<file path="config.mk">
export PLATFORM = sky130hd
export DESIGN_NAME = hqm_aw_lifo_mem_rsp
export DESIGN_NICKNAME = d
export VERILOG_FILES = /design/src/rtl/hqm_AW_pkg.sv /design/src/rtl/hqm_aw_lifo_mem_rf.sv /design/src/rtl/hqm_aw_lifo_mem_rsp.sv
export SDC_FILE = /design/constraint.sdc
export NUM_CORES = 1
export LEC_CHECK = 0
export ABC_AREA = 1
export BUFFER_PORTS_ARGS = -buffer_cell sky130_fd_sc_hd__buf_2
export CORE_MARGIN = 1
export CORE_UTILIZATION = 46
export CTS_CLUSTER_SIZE = 25
export DETAILED_ROUTE_END_ITERATION = 7
export PLACE_DENSITY = 0.7
export SETUP_SLACK_MARGIN = 0.05
export SYNTH_ARGS = -nofsm -noshare
export SYNTH_HDL_FRONTEND = slang
export SYNTH_HIERARCHICAL = 1
export SYNTH_SLANG_ARGS = --single-unit
</file>
<file path="constraint.sdc">
create_clock -name clk -period 2.08 [get_ports clk]
set_input_delay 0.52 -clock clk [delete_from_list [all_inputs] [get_ports clk]]
set_output_delay 0.52 -clock clk [all_outputs]
set_load 0.05 [all_outputs]
</file>
<file path="src/rtl/hqm_AW_pkg.sv">
// rtl/hqm_AW_pkg.sv - shared types and helpers for the LIFO memory responder
package hqm_AW_pkg;

  typedef enum logic {HQM_AW_LIFOMEM_INIT, HQM_AW_LIFOMEM_IDLE} aw_lifomem_state_t;

  // floor(log2(value)); value 0 or 1 yields 0
  function automatic int AW_logb2(input int value);
    int r;
    r = 0;
    for (int v = value; v > 1; v = v >> 1) r++;
    return r;
  endfunction

endpackage

</file>
<file path="src/rtl/hqm_aw_lifo_mem_rf.sv">
// rtl/hqm_aw_lifo_mem_rf.sv - flop array, one write port, one registered read port
module hqm_aw_lifo_mem_rf #(
  parameter int DEPTH  = 8,
  parameter int WIDTH  = 16,
  parameter int AWIDTH = 3
) (
  input  logic              clk,
  input  logic              rst_n,
  input  logic              we,
  input  logic [AWIDTH-1:0] waddr,
  input  logic [WIDTH-1:0]  wdata,
  input  logic              re,
  input  logic [AWIDTH-1:0] raddr,
  output logic [WIDTH-1:0]  rdata
);

  logic [WIDTH-1:0] mem [DEPTH];

  // storage is deliberately not reset; the init sequencer clears it
  always_ff @(posedge clk) begin
    if (we) mem[waddr] <= wdata;
  end

  always_ff @(posedge clk) begin
    if (!rst_n)  rdata <= '0;
    else if (re) rdata <= mem[raddr];
  end

endmodule

</file>
<file path="src/rtl/hqm_aw_lifo_mem_rsp.sv">
// rtl/hqm_aw_lifo_mem_rsp.sv - LIFO memory responder with init sequencer; parity via HQM_AW_LIFO_MEM_PAR_EN
module hqm_aw_lifo_mem_rsp
  import hqm_AW_pkg::*;
#(
  parameter int DEPTH   = 8,
  parameter int DWIDTH  = 16,
  parameter int DEPTHB2 = AW_logb2(DEPTH-1)+1
) (
  input  logic               clk,
  input  logic               rst_n,
  input  logic               mem_re,
  input  logic               mem_we,
  input  logic [DEPTHB2-1:0] mem_addr,
  input  logic [DWIDTH-1:0]  mem_wdata,
  output logic [DWIDTH-1:0]  mem_rdata,
  input  logic               init_req,
  output logic               init_done,
  output logic               status_idle,
`ifdef HQM_AW_LIFO_MEM_PAR_EN
  input  logic               cfg_par_inj,
  output logic               error_par,
`endif
  output logic               error_collision,
  output logic               error_addr,
  output logic               error_busy
);

`ifdef HQM_AW_LIFO_MEM_PAR_EN
  localparam int RW = DWIDTH + 1;
`else
  localparam int RW = DWIDTH;
`endif

  aw_lifomem_state_t  state, state_nxt;
  logic [DEPTHB2-1:0] init_cnt, init_cnt_nxt;
  logic               idle, addr_ok, acc_we, acc_re;
  logic               rf_we;
  logic [DEPTHB2-1:0] rf_waddr;
  logic [RW-1:0]      rf_wdata, wr_word, rf_rdata;

  // a power-of-two depth can never see an out-of-range address
  generate
    if ((1 << DEPTHB2) == DEPTH) begin : g_addr_full
      assign addr_ok = 1'b1;
    end else begin : g_addr_chk
      assign addr_ok = (int'(mem_addr) < DEPTH);
    end
  endgenerate

  assign idle        = (state == HQM_AW_LIFOMEM_IDLE);
  assign acc_we      = idle & mem_we & addr_ok;
  assign acc_re      = idle & mem_re & ~mem_we & addr_ok;
  assign init_done   = idle;
  assign status_idle = idle & ~mem_re & ~mem_we;

`ifdef HQM_AW_LIFO_MEM_PAR_EN
  assign wr_word = {(^mem_wdata) ^ cfg_par_inj, mem_wdata};
`else
  assign wr_word = mem_wdata;
`endif

  assign rf_we    = idle ? acc_we : 1'b1;
  assign rf_waddr = idle ? mem_addr : init_cnt;
  assign rf_wdata = idle ? wr_word : '0;

  always_comb begin
    state_nxt    = state;
    init_cnt_nxt = init_cnt;
    if (state == HQM_AW_LIFOMEM_INIT) begin
      init_cnt_nxt = init_cnt + 1'b1;
      if (init_cnt == DEPTHB2'(DEPTH-1)) begin
        state_nxt    = HQM_AW_LIFOMEM_IDLE;
        init_cnt_nxt = '0;
      end
    end else if (init_req) begin
      state_nxt    = HQM_AW_LIFOMEM_INIT;
      init_cnt_nxt = '0;
    end
  end

`ifdef HQM_AW_LIFO_MEM_PAR_EN
  logic rd_vld;
`endif

  always_ff @(posedge clk) begin
    if (!rst_n) begin
      state           <= HQM_AW_LIFOMEM_INIT;
      init_cnt        <= '0;
      error_collision <= 1'b0;
      error_addr      <= 1'b0;
      error_busy      <= 1'b0;
`ifdef HQM_AW_LIFO_MEM_PAR_EN
      rd_vld          <= 1'b0;
`endif
    end else begin
      state           <= state_nxt;
      init_cnt        <= init_cnt_nxt;
      error_collision <= mem_re & mem_we;
      error_addr      <= (mem_re | mem_we) & ~addr_ok;
      error_busy      <= (mem_re | mem_we) & ~idle;
`ifdef HQM_AW_LIFO_MEM_PAR_EN
      rd_vld          <= acc_re;
`endif
    end
  end

  hqm_aw_lifo_mem_rf #(
    .DEPTH  (DEPTH),
    .WIDTH  (RW),
    .AWIDTH (DEPTHB2)
  ) u_rf (
    .clk   (clk),
    .rst_n (rst_n),
    .we    (rf_we),
    .waddr (rf_waddr),
    .wdata (rf_wdata),
    .re    (acc_re),
    .raddr (mem_addr),
    .rdata (rf_rdata)
  );

  assign mem_rdata = rf_rdata[DWIDTH-1:0];

`ifdef HQM_AW_LIFO_MEM_PAR_EN
  // whole stored word including parity bit must XOR to zero
  assign error_par = rd_vld & (^rf_rdata);
`endif

endmodule
</file>
==> metrics.md, run 1 <==
| Metric | Value |
|---|---|
| Status | `finished, final reports clean` |
| Final core occ | `54.7%` |
| Post-synthesis register bit count | `150` |
| CP Capture Type | `output pin` |
| DR WL/cell | `15.3 µm` |
| Compound-Gate Fraction of Synth Area | `3.63%` |
| M1 WL | `5510 µm` |
| Total wire length | `14,000 µm` |
| Hold-fix buffers, CTS | `0` |
| Slowest cell on crit path | `dfxtp_1` |
| Initial Utilization | `47.2%` |
| Antenna violations before repair | `0` |
| Cells along the critical path | `buf_6 > buf_2` |
| Critical path launch point type | `register` |
| Buffers & Inverters on Critical Path | `2` |
| Final Hold Fails | `0` |
| Die Y | `122 µm` |
| Fin. max-slew vios | `0` |
| Root buffer cell | `clkbuf_16` |
| Starting DRT DRC Count | `431` |
| Vias/cell | `4.86` |
| Setup TNS | `0 ns` |
| Share of layout cells above drive strength 1 | `16.3%` |
| Synth Instances | `668` |
| Pre-antenna DRT Iters | `5` |
| Ys Warns | `6` |
| Final Cycle Share | `94.1%` |
| Top Metal Used | `met4` |
| Mapped cell area | `0.00658 mm²` |
| Fill count | `1,174` |
| Main combinational cell family by area after synthesis | `simple AND/OR/NAND/NOR gates` |
| Worst Hold Class | `input pin to register` |
| Clock-pin slew on the worst setup and hold paths | `0.05 ns` |
| TritonCTS Sinks | `150` |
| Power per standard cell area | `902 mW/mm²` |
| First-pass GRT wire length | `22,200 µm` |
| CTS tree | `built` |
| Post-DP HPWL | `9250 µm` |
| Core Footprint | `0.0139 mm²` |
| Data arrival, critical path | `1.44 ns` |
| Simple-Gate Fraction of Synth Area | `18.8%` |
| Worst Tran Pin Value | `0.630 ns` |
| Post-CTS Setup Inserts | `0` |
| Worst relative slew slack | `58.0%` |
| Fin Clk Skew | `0.00662 ns` |
| RSZ-0062 raised after global routing | `no` |
| Max FO, Critical Path | `18` |
| Total Nets Final | `749` |
| CP required | `1.56 ns` |
| Antenna diode count | `0` |
| Largest net degree at the start of global routing | `65` |
| Metal2 WL | `7360 µm` |
| Cts repair resizes | `1` |
| Multiplexer share of the synthesized area | `0%` |
| Yosys cell types | `21` |
| Placement Cell Area | `0.00703 mm²` |
| Input/output buffers | `43` |
| Syn_area_per_cell | `9.85 µm²` |
| Top cells by area, synth | `edfxtp_1 (58%), nand2_1 (10%), inv_1 (8.6%)` |
| Post-DRT Antenna Nets | `0` |
| Register area share after synthesis | `65.1%` |
| Finished Layout Cells | `916` |
| Post-synthesis xor/xnor area fraction | `0%` |
| Min Tclk post-route | `1.96 ns` |
| Max Fclk | `0.511 GHz` |
| Die area | `0.0148 mm²` |
| Finish-stage setup viols | `0` |
| Vias in the first global route | `4,340` |
| Final Cell Area | `0.00762 mm²` |
| Switching power | `1.46 mW` |
| Crit path kind | `register to output pin` |
| Gate power share | `6.7%` |
| # rows | `43` |
| Flop pwr share | `49.2%` |
| Clk pwr share | `44.1%` |
| LEAKAGE | `3.54 nW` |
| Placed insts | `884` |
| Maxcap violations | `0` |
| Delay-heaviest family, CP | `buffers and inverters` |
| Leading cell type in the layout, fill and taps excluded | `nand2_1` |
| Commonest non-fill, non-tap cells in the layout | `nand2_1 (178), inv_1 (150), edfxtp_1 (128), nand3_1 (100), buf_2 (43)` |
| Drt drc | `0` |
| Cell Int Power | `5.42 mW` |
| Worst-skew pair later-pin latency | `0.41 ns` |
| Gr ovfl total | `0` |
| # IOs | `45` |
| Peak supply drop | `708 µV` |
| Area fraction of the dominant cell type after synthesis | `58.4%` |
| Post-Syn Nets | `694` |
| Synth Area in Adders | `0.380%` |
| Routed vias | `4,451` |
| H-tree levels | `4` |
| Total track usage | `20.6%` |
| Routability cong. | `0.855` |
| Max clock buf depth | `2` |
| Area Overhead vs Synth | `15.8%` |
| Pwr Total | `6.87 mW` |
| Num CTS Buffers | `17` |
| Synth area leader | `edfxtp_1` |
| Crit-path max cell delay | `0.46 ns` |
| Die X | `122 µm` |
| Met3 wire length | `812 µm` |
| Switching fraction of total power | `21.2%` |
## Yosys cell counts (all sizes together)
cell    number
nor3         2
ha           2
clkbuf       3
nand3      101
buf         27
a21oi       18
clkinv       2
edfxtp     128
nand2      178
conb         1
o21ai       17
inv        154
nor2        13
dfxtp       22
## worst register-to-register path, cell delays in order, from the launching register on
cell	delay, ns
dfxtp_1	0.46
inv_2	0.14
nand2_1	0.08
nand2_1	0.08
inv_1	0.09
nand2_1	0.07
nor2_1	0.21
buf_4	0.28
## power by group through the flow
stage | clock (mW) | sequential [mW] | combinational [mW]
2_1_floorplan | 0 | 3.45 | 0.309
3_3_place_gp | 0 | 3.44 | 0.444
3_5_place_dp | 0 | 3.44 | 0.458
4_1_cts | 3.07 | 3.38 | 0.460
5_1_grt | 3.21 | 3.39 | 0.516
6_report | 3.03 | 3.38 | 0.461
## path summary, 6_finish.rpt
check / to / from / slack, ns / cells past startpoint
setup / recovery: init_done / init_done / 0.12 / 2
hold / removal: init_cnt[0] / init_req / 0.39 / 4
setup reg to reg: u_rf/mem[4][12] / init_done / 0.38 / 7
hold reg to reg: init_cnt[1] / init_cnt[1] / 0.50 / 2
## cell type report
class / instances / area, µm² / share of cell area, %
Inverter: 156 / 588 / 7.72
Sequential cell: 150 / 4280 / 56.2
Clock inverter: 12 / 133 / 1.74
Tap cell: 180 / 225 / 2.96
Multi-Input combinational cell: 332 / 1520 / 19.9
Timing Repair Buffer: 66 / 417 / 5.47
Clock buffer: 20 / 457 / 5.99
## through the flow
step           hold slack [ns]  setup WS, ns
6_report                 0.393         0.124
4_1_cts                  0.378         0.103
3_5_place_dp             0.497         0.319
3_3_place_gp             0.478         0.334
5_1_grt                  0.385        0.0605
2_1_floorplan            0.459        -0.159
## cell families (layout without fill, tap and decap cells)
logic type	count (synthesis)	in the layout
DFF	150	150
other	1	1
adders and majority gates	2	2
buffers and inverters	186	254
and+or+nand+nor	294	294
AOI/OAI and AO/OA	35	35
## registers in the layout, indices dropped and copies added, names as in the netlist
| register | flops |
|---|---|
| u_rf/rdata | 16 |
| init_cnt | 3 |
| init_done | 1 |
| error_collision | 1 |
| error_busy | 1 |
| u_rf/mem | 128 |
## routing by layer
metal | track usage (%) | up-vias
li1 | - | 2223
met1 | 23.7 | 2058
met2 | 36.7 | 148
met3 | 5.01 | 22
met4 | 8.26 | 0
met5 | 0 | -
No activity file was read; power rests on OpenSTA's default activity.
==> run 2: changes to the inputs <==
--- a/config.mk
+++ b/config.mk
@@ -9,9 +9,11 @@
 export BUFFER_PORTS_ARGS = -buffer_cell sky130_fd_sc_hd__buf_2
 export CORE_MARGIN = 1
 export CORE_UTILIZATION = 46
-export CTS_CLUSTER_SIZE = 25
+export CTS_BUF_LIST = sky130_fd_sc_hd__clkbuf_4
+export CTS_CLUSTER_SIZE = 30
 export DETAILED_ROUTE_END_ITERATION = 7
 export PLACE_DENSITY = 0.7
+export REMOVE_ABC_BUFFERS = 1
 export SETUP_SLACK_MARGIN = 0.05
 export SYNTH_ARGS = -nofsm -noshare
 export SYNTH_HDL_FRONTEND = slang
==> metrics.md, run 2 (synthesized netlist as in run 1, its figures left out) <==
| Metric | Value |
|---|---|
| Gate power share | `8.0%` |
| Flop2flop setup slack | `0.39 ns` |
| Max clock buf depth | `2` |
| Die area | `0.0148 mm²` |
| Peak supply drop | `367 µV` |
| Reg2reg start | `init_done` |
| Power per standard cell area | `787 mW/mm²` |
| Finish-stage setup viols | `0` |
| Fin Clk Skew | `0.0235 ns` |
| Hold worst-path end | `init_cnt[0]` |
| Min Tclk post-route | `1.87 ns` |
| Switching power | `1.31 mW` |
| Vias in the first global route | `4,280` |
| Max FO, Critical Path | `12` |
| Routability cong. | `0.815` |
| Commonest non-fill, non-tap cells in the layout | `nand2_1 (178), inv_1 (150), edfxtp_1 (128), nand3_1 (100), buf_2 (41)` |
| Hold path startpoint | `init_req` |
| Pre-antenna DRT Iters | `5` |
| Data arrival, critical path | `1.35 ns` |
| Final Cycle Share | `89.8%` |
| Largest register FFs | `128` |
| Cell repeated most along the worst path | `buf_4` |
| Final Hold Fails | `0` |
| Total Nets Final | `748` |
| Vias/cell | `4.92` |
| RSZ-0062 raised after global routing | `no` |
| Antenna violations before repair | `0` |
| Gr ovfl total | `0` |
| Worst Reg-to-Reg Cells | `5` |
| Drt drc | `0` |
| Maxcap violations | `0` |
| Slowest cell on crit path | `dfxtp_4` |
| # rows | `43` |
| Finished Layout Cells | `916` |
| Routed vias | `4,507` |
| TritonCTS Sinks | `150` |
| Switching fraction of total power | `22.6%` |
| Pwr Total | `5.79 mW` |
| Final core occ | `52.7%` |
| DR WL/cell | `15.5 µm` |
| Crit path kind | `register to output pin` |
| Worst Hold Class | `input pin to register` |
| LEAKAGE | `3.41 nW` |
| Leading cell type in the layout, fill and taps excluded | `nand2_1` |
| Die X | `122 µm` |
| Core Footprint | `0.0139 mm²` |
| CP Capture Type | `output pin` |
| Flop pwr share | `58.3%` |
| Crit-path max cell delay | `0.39 ns` |
| CP required | `1.56 ns` |
| Total track usage | `20.8%` |
| Root buffer cell | `clkbuf_4` |
| Critical path launch point type | `register` |
| Placed insts | `883` |
| H-tree levels | `4` |
| Max Fclk | `0.536 GHz` |
| First-pass GRT wire length | `22,700 µm` |
| Clk pwr share | `33.8%` |
| Largest registers | `u_rf/mem: 128 flops, u_rf/rdata: 16 flops, init_cnt: 3 flops` |
| WHS | `0.292 ns` |
| Starting DRT DRC Count | `453` |
| Min-Delay Path Depth | `4` |
| Biggest register | `u_rf/mem` |
| Input/output buffers | `43` |
| Cell Int Power | `4.48 mW` |
| Initial Utilization | `47.2%` |
| Share of layout cells above drive strength 1 | `16.6%` |
| Die Y | `122 µm` |
| Num CTS Buffers | `17` |
| Largest net degree at the start of global routing | `65` |
| Post-DRT Antenna Nets | `0` |
| # IOs | `45` |
| Post-DP HPWL | `9750 µm` |
| Area Overhead vs Synth | `11.7%` |
| Fin. max-slew vios | `0` |
| Hold-fix buffers, CTS | `0` |
| Total wire length | `14,200 µm` |
| Clock-pin slew on the worst setup and hold paths | `0.12 ns` |
| Reg-to-Reg End | `u_rf/mem[0][5]` |
| Worst-skew pair later-pin latency | `0.51 ns` |
| Cells along the critical path | `buf_4 > buf_4` |
| CTS tree | `built` |
| Status | `finished, final reports clean` |
[run 2: cell count changes in the layout (fill, tap and decap cells not counted), sizes merged]
cell / delta
clkinv: -2
buf: -1
diode: +1
clkbuf: +1
bufinv: +1
[run 2: layout make-up]
type / instances / area (µm²)
timing repair buffer: 65 / 410
fill: 1233 / 6590
tap: 180 / 225
sequential: 150 / 4290
multi-input combinational: 332 / 1520
clock inverter: 11 / 158
inverter: 156 / 588
antenna: 1 / 2.50
clock buffer: 21 / 158
[run 2: power by group through the flow]
| stage | sequential, mW | combinational (mW) | clock [mW] |
|---|---|---|---|
| 5_1_grt | 3.38 | 0.519 | 2.11 |
| 6_report | 3.37 | 0.462 | 1.95 |
| 2_1_floorplan | 3.45 | 0.255 | 0 |
| 3_3_place_gp | 3.44 | 0.448 | 0 |
| 4_1_cts | 3.37 | 0.463 | 2.00 |
| 3_5_place_dp | 3.44 | 0.460 | 0 |
[run 2: worst max path at each step]
| stage | from | to | slack (ns) | depth (start not counted) |
|---|---|---|---|---|
| 6_report | init_done | init_done | 0.21 | 2 |
| 5_1_grt | init_done | init_done | 0.1 | 2 |
| 4_1_cts | init_done | status_idle | 0.04 | 3 |
| 3_5_place_dp | mem_addr[0] | u_rf/mem[3][6] | 0.32 | 6 |
| 3_3_place_gp | mem_addr[0] | u_rf/mem[1][5] | 0.33 | 6 |
| 2_1_floorplan | init_done | u_rf/rdata[0] | -1.04 | 4 |
[run 2: per-stage QoR]
step	TNS [ns]	cell area, µm²	worst slack (ns)
after global placement	0	7020	0.327
after floorplan	-74.00	6380	-1.04
final	0	7350	0.213
after global routing	0	7350	0.0979
after detailed placement	0	7020	0.317
after CTS	0	7340	0.0359
[run 2: critical path: cells and delay by family (launching register included)]
family                 cells  cell delay (ns)
buffers and inverters      2             0.44
DFF                        1             0.39
[run 2: what timing repair did]
action | CTS | global route
pin swaps | 0 | 0
gates resized for setup | 2 | 3
setup buffers | 0 | 0
setup endpoints to repair | 2 | 2
[run 2: per-layer routing]
layer  global-route usage [%]  routed length [µm]  up-vias
li1                         -                   -     2213
met1                     29.7                6570     2106
met2                     32.0                6470      167
met3                     3.56                 876       21
met4                     7.33                 293        0
met5                        0                   0        -
